[src/rtl/xmem_rd_arbiter.sv]
// rtl/xmem_rd_arbiter.sv - round-robin arbiter sharing the XMEM read port between read clients
// Holds one grant per whole transaction and steers mem_valid back to the winner only.
package xbox_def_pkg;
  parameter int XMEM_ADDR_WIDTH    = 24;
  parameter int BYTES_PER_MEM_LINE = 32;
endpackage

module xmem_rd_arbiter
  import xbox_def_pkg::*;
#(
  parameter int NUM_CLIENTS = 4,
  parameter int CNT_W       = 16
) (
  input  logic                                   clk,
  input  logic                                   rst_n,
  input  logic [NUM_CLIENTS-1:0]                 cl_req,
  input  logic [NUM_CLIENTS*XMEM_ADDR_WIDTH-1:0] cl_addr,
  input  logic [NUM_CLIENTS*6-1:0]               cl_size,
  output logic [NUM_CLIENTS-1:0]                 cl_valid,
  output logic [BYTES_PER_MEM_LINE*8-1:0]        cl_data,
  output logic                                   mem_req,
  output logic [XMEM_ADDR_WIDTH-1:0]             mem_start_addr,
  output logic [5:0]                             mem_size_bytes,
  input  logic                                   mem_valid,
  input  logic [BYTES_PER_MEM_LINE*8-1:0]        mem_data,
  output logic                                   busy,
  output logic [$clog2(NUM_CLIENTS)-1:0]         gnt_id,
  output logic [NUM_CLIENTS*CNT_W-1:0]           gnt_cnt
);
  localparam int IDW = $clog2(NUM_CLIENTS);

  typedef enum logic {IDLE = 1'b0, BUSY = 1'b1} state_t;

  state_t                     state_q, state_d;
  logic [IDW-1:0]             gnt_q, gnt_d, last_q, last_d;
  logic [IDW-1:0]             pick_id, idx;
  logic                       pick_valid, done;
  logic [CNT_W-1:0]           cnt_q [NUM_CLIENTS];
  logic [XMEM_ADDR_WIDTH-1:0] addr_arr [NUM_CLIENTS];
  logic [5:0]                 size_arr [NUM_CLIENTS];

  for (genvar g = 0; g < NUM_CLIENTS; g++) begin : g_unpack
    assign addr_arr[g]                 = cl_addr[g*XMEM_ADDR_WIDTH +: XMEM_ADDR_WIDTH];
    assign size_arr[g]                 = cl_size[g*6 +: 6];
    assign gnt_cnt[g*CNT_W +: CNT_W]   = cnt_q[g];
  end

  // Scan from farthest to nearest so the first requester after last wins.
  always_comb begin
    pick_valid = 1'b0;
    pick_id    = '0;
    idx        = '0;
    for (int k = NUM_CLIENTS; k >= 1; k--) begin
      idx = IDW'((int'(last_q) + k) % NUM_CLIENTS);
      if (cl_req[idx]) begin
        pick_valid = 1'b1;
        pick_id    = idx;
      end
    end
  end

  always_comb begin
    state_d = state_q;
    gnt_d   = gnt_q;
    last_d  = last_q;
    done    = 1'b0;
    case (state_q)
      IDLE: begin
        if (pick_valid) begin
          state_d = BUSY;
          gnt_d   = pick_id;
        end
      end
      BUSY: begin
        if (mem_valid) begin
          state_d = IDLE;
          last_d  = gnt_q;
          done    = 1'b1;
        end else if (!cl_req[gnt_q]) begin
          state_d = IDLE;
          last_d  = gnt_q;
        end
      end
      default: state_d = IDLE;
    endcase
  end

  always_ff @(posedge clk or negedge rst_n) begin
    if (!rst_n) begin
      state_q <= IDLE;
      gnt_q   <= '0;
      last_q  <= IDW'(NUM_CLIENTS - 1);
    end else begin
      state_q <= state_d;
      gnt_q   <= gnt_d;
      last_q  <= last_d;
    end
  end

  always_ff @(posedge clk or negedge rst_n) begin
    if (!rst_n) begin
      for (int i = 0; i < NUM_CLIENTS; i++) cnt_q[i] <= '0;
    end else if (done && (cnt_q[gnt_q] != '1)) begin
      cnt_q[gnt_q] <= cnt_q[gnt_q] + CNT_W'(1);
    end
  end

  assign busy           = (state_q == BUSY);
  assign gnt_id         = gnt_q;
  assign cl_data        = mem_data;
  assign mem_start_addr = addr_arr[gnt_q];
  assign mem_size_bytes = size_arr[gnt_q];
  // Drop the request in the data cycle, as a client would.
  assign mem_req        = busy & cl_req[gnt_q] & ~mem_valid;

  always_comb begin
    cl_valid = '0;
    if (busy && mem_valid) cl_valid[gnt_q] = 1'b1;
  end
endmodule

[config.mk]
export PLATFORM = sky130hd
export DESIGN_NAME = xmem_rd_arbiter
export DESIGN_NICKNAME = d
export VERILOG_FILES = /design/src/rtl/xmem_rd_arbiter.sv
export SDC_FILE = /design/constraint.sdc
export NUM_CORES = 1
export LEC_CHECK = 0
export CORE_AREA = 5 5 283 285
export CTS_CLUSTER_DIAMETER = 50
export DETAILED_ROUTE_END_ITERATION = 8
export DIE_AREA = 0 0 288 290
export GPL_ROUTABILITY_DRIVEN = 0
export PLACE_DENSITY_LB_ADDON = 0.1
export SYNTH_ARGS = -nofsm -noshare
export SYNTH_HDL_FRONTEND = slang
export SYNTH_SLANG_ARGS = --single-unit
[constraint.sdc]
create_clock -name clk -period 5.5 [get_ports clk]
set_input_delay 1.1 -clock clk [delete_from_list [all_inputs] [get_ports clk]]
set_output_delay 1.1 -clock clk [all_outputs]
set_load 0.05 [all_outputs]
# Word-level counts from Yosys, hierarchy flattened
# Index checks and enable logic that the tools add are counted.
# word_totals
elab_cells,74
reg_bits,69
input_bits,383
mem_count,0
mem_bits_rw,0
latch_bits,0
mem_bits_ro,0
# classes
order_cmp,8
eq_ne,2
n_reduce_logical,6
shifts,0
bitwise_logic,5
mux,41
div,0
n_addsub,5
mul,0
# op_table
operator,count
bitwise mux 64 bit,1
binary-select mux 24 bit (select 2 bit),1
two-way mux 16 bit,3
two-way mux 24 bit,2
binary-select mux 16 bit (select 2 bit),1
demux 16 bit (select 2 bit),1
"adder 16 x 1 -> 16 bit, second input constant",1
"inequality test 16 bit, second input constant",1
"less-than comparator 2 x 3 -> 1 bit, second input constant",5
two-way mux 1 bit,15
binary-select mux 6 bit (select 2 bit),1
two-way mux 2 bit,6
two-way mux 6 bit,2
binary-select mux 1 bit (select 2 bit),5
"adder 2 x 1 -> 2 bit, second input constant",2
"adder 2 bit, second input constant",2
logical AND 1 bit,4
two-way mux 4 bit,1
AND reduction 2 bit,2
">= comparator 3 bit, second input constant",1
"less-than comparator 3 x 1 -> 1 bit, second input constant",1
inverter 2 -> 3 bit,1
bitwise AND 1 bit,2
demux 1 bit (select 2 bit),1
other kinds (4),5

# Depth between registers and ports, before layout
# Gate-level depths: netlist of run 1.
# logic_depth
ltp_word,9
depth_mapped,13
mapped_depth_nobuf,9

# Worst setup path after synthesis of run 1
# Ideal clock, no wire load.
# synth_timing
kind,register -> output
start,register gnt_q[0] (netlist: gnt_id[0])
end,output port mem_start_addr[0]
arrival_time_ns,2.725
path_stages_with_launch,6
setup_slack_ns,1.675
t_required_ns,4.400
cell_sequence,dfrtp_1 buf_4 buf_6 buf_1 buf_1 mux4_2
# synth_via
elab_chain_cells,4
# synth_lines
element,line,text
start: declaration,35,"logic [IDW-1:0] gnt_q, gnt_d, last_q, last_d;"
start signal: assignment,95,gnt_q <= gnt_d;
inverter 2 -> 3 bit (implied by the code),111,assign mem_start_addr = addr_arr[gnt_q];
binary-select mux 24 bit (select 2 bit),111,
two-way mux 24 bit (implied by the code) (2 in series),111,
end: declaration,22,"output logic [XMEM_ADDR_WIDTH-1:0] mem_start_addr,"
# Every way passes these cells. The select of a mux whose other input is x is not followed.

# Final worst setup path of run 1
# layout_timing
start,register gnt_q[0] (netlist: gnt_id[0])
end,output port mem_start_addr[7]
# The elaborated chain is that of the path after synthesis.

==> results.tsv, run 1 <==
stage	metric	value	unit
layout	final net count	900	
synthesis	Post-synth EDFFs	0	
synthesis	register bit total from synthesis	69	
clocking	Worst-Skew Late Latency	0.36	ns
synthesis	synthesized instance count	544	
clocking	CTS max path bufs	2	
routing	router iterations before antenna repair	4	
critical_path	instance count on the critical path	3	
status	status	finished, final reports clean	
clocking	total CTS buffers	9	
sta	setup TNS	0	ns
clocking	Post-CTS Setup Bufs	0	
flow_run	max-cap viol count	0	
layout	Filler Cells Inserted	8875	
pwr	Lkg Pwr	2.87	nW
clocking	hold-fix buffers at CTS	0	
critical_path	reg2reg start	gnt_id[0]$_DFFE_PN0P_	
floorplan	# rows	102	
synthesis	syn_nets	928	
sta	post-layout min period	4.30	ns
clocking	cts repair resizes	0	
global_route	Tot GR Track Use	7.70	%
sta	fmax	232	MHz
critical_path	worst r2r path cells	8	
synthesis	syn_area_per_cell	11.1	µm²
floorplan	Die X	288	µm
critical_path	crit path max fanout	30	
layout	share of post-route cells with drive strength above 1	24.8	%
critical_path	Arr. time, crit path	3.20	ns
critical_path	Worst Setup EP	mem_start_addr[7]	
synthesis	Synth Flop Type	dfrtp_1	
routing	Vias	3909	
sta	Least-Margin Pin Slew	0.905	ns
global_route	first-pass GRT wire length	43900	µm
floorplan	Die ar.	83500	µm²
critical_path	Crit Path Category	reg2out	
synthesis	sequential area share after synthesis	28.6	%
layout	fin util	10.4	%
placed_design	quantity of I/O buffers inserted on ports	228	
routing	Antenna Nets Post-Route	0	
routing	drt total wl	33200	µm
pwr	Max VDD drop	0.000226	V
clocking	clock sink total	69	
routing	1st-iter DRT viols	146	
synthesis	cell area after synthesis	6050	µm²
critical_path	CP delay by family, top	buffers and inverters	
global_route	grt ovf	0	
clocking	htree depth	3	
critical_path	Setup crit end kind	primary output	
clocking	Root Buffer	clkbuf_16	
min_path	Hold Path Stages	1	
routing	DR DRC count	0	
sta	RSZ-0062 raised after global routing	no	
critical_path	CP Buf/Inv Count	2	
layout	diode count	0	
clocking	Worst-path clk slew	0.07	ns
critical_path	worst-path cell chain	buf_4 > mux4_2 > clkdlybuf4s50_1	
pwr	Power Density	479	nW/µm²
sta	Slew Limit Fails	0	
sta	Slew HR	39.5	%
routing	average routed wire per standard cell	21.3	µm
floorplan	Starting Density	7.85	%
floorplan	die height	290	µm
critical_path	CP peak stage delay	0.85	ns
critical_path	crit path max-delay cell type	dfrtp_4	
critical_path	R2R Setup Slk	1.60	ns
floorplan	total core area	77100	µm²
critical_path	Critical path origin	gnt_id[0]$_DFFE_PN0P_	
sta	Post-Route Skew	0.00977	ns
sta	Final Hold Viols	0	
synthesis	synth unique cells	38	
sta	final period utilization	78.3	%
global_route	initial antenna violation count	0	
synthesis	Post-synth ARST share	100	%
synthesis	synth warn	0	
global_route	largest net degree at the start of global routing	49	
floorplan	I/O Pins	741	
critical_path	CP startpoint kind	flip-flop	
layout	area delta synth->final	33.0	%
min_path	Hold Path Class	reg2reg	
routing	vias per inst	2.50	
global_route	vias in the first global route	4570	
critical_path	Worst EP required	4.40	ns
critical_path	RR Endpoint	gnt_cnt[47]$_DFFE_PN0P_	
clocking	CTS tree	done	
placed_design	DP HPWL	27300	µm
sta	Setup Viol. Count Final	0	
==> flip-flops by register name (all words and copies together) (netlist names) <==
register,cells
busy,1
last_q,2
gnt_id,2
gnt_cnt,64
==> cells in the mapped netlist (2+ instances only) <==
| master | number | share of area (%) |
|---|---|---|
| buf_2 | 6 | 0.50 |
| nand3_1 | 5 | 0.41 |
| buf_6 | 2 | 0.37 |
| nand4_2 | 2 | 0.41 |
| dfstp_2 | 2 | 0.87 |
| clkbuf_1 | 2 | 0.12 |
| nor4_1 | 4 | 0.41 |
| mux2_1 | 11 | 2.0 |
| xnor2_1 | 5 | 0.72 |
| a21oi_1 | 3 | 0.25 |
| dfrtp_1 | 67 | 28 |
| xor2_1 | 9 | 1.3 |
| mux2i_1 | 5 | 0.83 |
| nor3_1 | 4 | 0.33 |
| inv_1 | 13 | 0.81 |
| nor2_2 | 2 | 0.21 |
| nand4_1 | 3 | 0.31 |
| nor2_1 | 9 | 0.56 |
| mux2_2 | 48 | 8.9 |
| buf_1 | 6 | 0.37 |
| buf_4 | 257 | 32 |
| o31ai_1 | 3 | 0.37 |
| o21ai_0 | 11 | 0.91 |
| mux4_2 | 46 | 17 |
| nand2_1 | 6 | 0.37 |
==> stage by stage <==
step	power (mW)	cells	cell area [µm²]	hold slack (ns)	setup slack (ns)
2_1_floorplan	2.78	544	6050	0.609	1.68
3_3_place_gp	3.26	1545	7700	0.512	1.32
3_5_place_dp	3.23	1545	7700	0.510	1.33
4_1_cts	3.98	1561	8050	0.523	1.02
5_1_grt	4.09	1561	8050	0.549	0.922
6_report	3.86	1561	8050	0.513	1.20
==> kinds of logic after synthesis <==
logic type | share of synthesized area, %
buffers and inverters | 34.1
flip-flops | 28.6
AND/OR/NAND/NOR | 4.34
AO/OA/AOI/OAI | 1.88
adder cells (fa/ha/maj) | 0.207
XOR/XNOR | 2.03
multiplexers | 28.9
==> area by class of cell <==
type	instances	area, µm²	area share, %
clock buffer	11	243	3.01
clock inverter	5	106	1.32
inverter	13	48.8	0.606
multi-input combinational	189	2280	28.3
sequential	69	1730	21.5
tap	1040	1300	16.2
timing repair buffer	234	2340	29.0
==> worst min path at each step <==
stage | from | to | slack, ns
4_1_cts | gnt_cnt[38]$_DFFE_PN0P_ | gnt_cnt[38]$_DFFE_PN0P_ | 0.52
5_1_grt | gnt_cnt[38]$_DFFE_PN0P_ | gnt_cnt[38]$_DFFE_PN0P_ | 0.55
6_report | gnt_cnt[38]$_DFFE_PN0P_ | gnt_cnt[38]$_DFFE_PN0P_ | 0.51
3_5_place_dp | gnt_cnt[38]$_DFFE_PN0P_ | gnt_cnt[38]$_DFFE_PN0P_ | 0.51
2_1_floorplan | last_q[0]$_DFFE_PN1P_ | last_q[0]$_DFFE_PN1P_ | 0.61
3_3_place_gp | gnt_cnt[40]$_DFFE_PN0P_ | gnt_cnt[40]$_DFFE_PN0P_ | 0.51
==> layout by cell type, fill, tap and decap left out, drive strengths merged, types with 7 or more instances in the layout <==
| cell | count |
|---|---|
| mux2 | 59 |
| clkbuf | 11 |
| o21ai | 11 |
| clkdlybuf4s50 | 227 |
| dfrtp | 67 |
| inv | 14 |
| mux4 | 46 |
| nor2 | 11 |
| xor2 | 9 |
| buf | 7 |
==> layer usage <==
layer,vias up,track usage [%],part of all wire (%)
met4,0,3.57,4.9
met1,1885,8.13,36
met3,134,4.28,12
met5,-,0,0
met2,316,12.5,47
li1,1574,-,-
==> power by group <==
part | switching, mW | total [mW] | leakage (nW) | internal (mW)
Sequential | 0.196 | 0.814 | 0.913 | 0.618
Clock | 0.257 | 0.715 | 0.166 | 0.458
Combinational | 1.43 | 2.33 | 1.79 | 0.900
(Power assumes the default switching activity.)
==> run 2: changes to the inputs <==
--- a/config.mk
+++ b/config.mk
@@ -5,10 +5,10 @@
 export SDC_FILE = /design/constraint.sdc
 export NUM_CORES = 1
 export LEC_CHECK = 0
-export CORE_AREA = 5 5 283 285
+export CORE_AREA = 5 5 285 287
 export CTS_CLUSTER_DIAMETER = 50
 export DETAILED_ROUTE_END_ITERATION = 8
-export DIE_AREA = 0 0 288 290
+export DIE_AREA = 0 0 290 292
 export GPL_ROUTABILITY_DRIVEN = 0
 export PLACE_DENSITY_LB_ADDON = 0.1
 export SYNTH_ARGS = -nofsm -noshare
==> constraint.sdc (replaced) <==
create_clock -name clk -period 4.28 [get_ports clk]
set_input_delay 0.856 -clock clk [delete_from_list [all_inputs] [get_ports clk]]
set_output_delay 0.856 -clock clk [all_outputs]
set_load 0.05 [all_outputs]
==> run 2 against run 1 <==
Effect of this change:
- global-route usage down 0.10 points
- cell count grew 0.90%
- sequential power rose by 28%
- first-iteration DRC count is 0.68% lower
- register-to-register slack worse by 0.75 ns
- critical endpoint is now mem_req
- largest power group unchanged
- highest routed layer is now met5
==> results.tsv, run 2 (synthesis gave the netlist of run 1 again) <==
stage	metric	value	unit
sta	setup TNS	0	ns
sta	post-layout min period	3.69	ns
clocking	CTS tree	done	
global_route	Tot GR Track Use	7.59	%
routing	Vias	3972	
placed_design	quantity of I/O buffers inserted on ports	228	
clocking	hold-fix buffers at CTS	0	
critical_path	CP startpoint kind	flip-flop	
clocking	clock sink total	69	
status	status	finished, final reports clean	
sta	RSZ-0062 raised after global routing	no	
sta	worst setup margin	0.587	ns
flow_run	max-cap viol count	0	
global_route	vias in the first global route	4433	
critical_path	Setup crit end kind	primary output	
critical_path	crit path max fanout	39	
global_route	largest net degree at the start of global routing	52	
global_route	grt ovf	0	
routing	Antenna Nets Post-Route	0	
critical_path	Arr. time, crit path	2.84	ns
layout	leading cell type in the layout, fill and taps excluded	clkdlybuf4s50_1	
min_path	Hold Path Class	reg2reg	
layout	final net count	904	
layout	most frequent cells in the layout	clkdlybuf4s50_1 (227), dfrtp_1 (65), mux2_2 (48), mux4_2 (46), inv_1 (13)	
sta	hold_ws	0.528	ns
critical_path	worst r2r path cells	10	
critical_path	Worst EP required	3.42	ns
routing	DR DRC count	0	
pwr	Power Density	603	nW/µm²
global_route	initial antenna violation count	0	
floorplan	die height	292	µm
critical_path	Worst Setup EP	mem_req	
placed_design	Place WS	0.602	ns
clocking	cts repair resizes	0	
layout	diode count	0	
clocking	Post-CTS Setup Bufs	0	
critical_path	R2R Setup Slk	0.85	ns
pwr	Max VDD drop	0.000266	V
routing	drt total wl	33700	µm
clocking	Worst-Skew Late Latency	0.35	ns
routing	vias per inst	2.52	
sta	Post-Route Skew	0.00794	ns
floorplan	Starting Density	7.72	%
layout	final std cells w/o fill	1575	
clocking	CTS max path bufs	2	
floorplan	Die ar.	84700	µm²
layout	share of post-route cells with drive strength above 1	25.5	%
layout	Filler Cells Inserted	9087	
sta	Least-Margin Pin Slew	0.741	ns
floorplan	# rows	103	
sta	Slew Limit Fails	0	
sta	fmax	271	MHz
layout	area delta synth->final	33.0	%
sta	Final Hold Viols	0	
global_route	first-pass GRT wire length	44300	µm
layout	fin util	10.3	%
routing	1st-iter DRT viols	145	
layout	max reg flops	64	
clocking	total CTS buffers	9	
floorplan	I/O Pins	741	
sta	final period utilization	86.3	%
placed_design	DP HPWL	28100	µm
clocking	htree depth	3	
sta	Setup Viol. Count Final	0	
clocking	Root Buffer	clkbuf_16	
placed_design	placed cell count	1559	
critical_path	Crit Path Category	reg2out	
sta	Slew HR	50.6	%
critical_path	Critical path origin	gnt_id[0]$_DFFE_PN0P_	
pwr	Lkg Pwr	2.87	nW
critical_path	RR Endpoint	gnt_cnt[24]$_DFFE_PN0P_	
floorplan	total core area	78400	µm²
routing	router iterations before antenna repair	4	
floorplan	Die X	290	µm
routing	average routed wire per standard cell	21.4	µm
critical_path	reg2reg start	gnt_id[0]$_DFFE_PN0P_	
clocking	Worst-path clk slew	0.07	ns
[run 2: cell types whose count changed in the layout (fill, tap and decap cells not counted), moves of 2 or more]
cell,previous run,this run
buf_4,6,9
clkinvlp_4,1,3
clkinv_2,0,2
bufinv_16,3,1
[run 2: per-layer routing]
metal	track usage, %	up-vias	routed length, µm
li1	-	1587	-
met1	7.16	1942	10800
met2	12.8	312	16600
met3	4.74	129	4430
met4	3.96	2	1830
met5	0.831	-	97
[run 2: worst min-delay path by stage]
stage | depth (start not counted) | from | end
6_report | 1 | gnt_cnt[30]$_DFFE_PN0P_ | gnt_cnt[30]$_DFFE_PN0P_
5_1_grt | 1 | gnt_cnt[0]$_DFFE_PN0P_ | gnt_cnt[0]$_DFFE_PN0P_
4_1_cts | 1 | gnt_cnt[30]$_DFFE_PN0P_ | gnt_cnt[30]$_DFFE_PN0P_
3_5_place_dp | 1 | gnt_cnt[30]$_DFFE_PN0P_ | gnt_cnt[30]$_DFFE_PN0P_
3_3_place_gp | 1 | gnt_cnt[29]$_DFFE_PN0P_ | gnt_cnt[29]$_DFFE_PN0P_
2_1_floorplan | 0 | rst_n | busy$_DFF_PN0_
[run 2: area by class of cell]
cell class,count,area (µm²),share of cell area (%)
clock buffers,10,239,2.97
clock inverters,6,62.6,0.777
flip-flops and latches,69,1730,21.5
well taps,1050,1310,16.3
repair buffers,238,2380,29.6
inverters,13,48.8,0.606
multi-input cells,189,2270,28.2
[run 2: metrics by stage]
stage                     instance area, µm²  power [mW]
after floorplan                         6050        3.57
after global placement                  7750        4.21
after detailed placement                7750        4.15
after CTS                               8050        5.00
after global routing                    8050        5.15
final                                   8050        4.85
[run 2: report_power, final]
part / leakage, nW / internal (mW) / switching, mW / total [mW]
combinational: 1.81 / 1.17 / 1.85 / 3.02
sequential: 0.913 / 0.793 / 0.244 / 1.04
clock: 0.140 / 0.466 / 0.328 / 0.793
total: 2.87 / 2.43 / 2.42 / 4.85
[run 2: worst max-delay path, stage by stage (launching register included)]
cell and delay [ns]:
dfrtp_4 0.71, buf_12 0.32, mux4_2 0.54, nand2b_1 0.10
nor2_1 0.06, clkdlybuf4s50_1 0.71
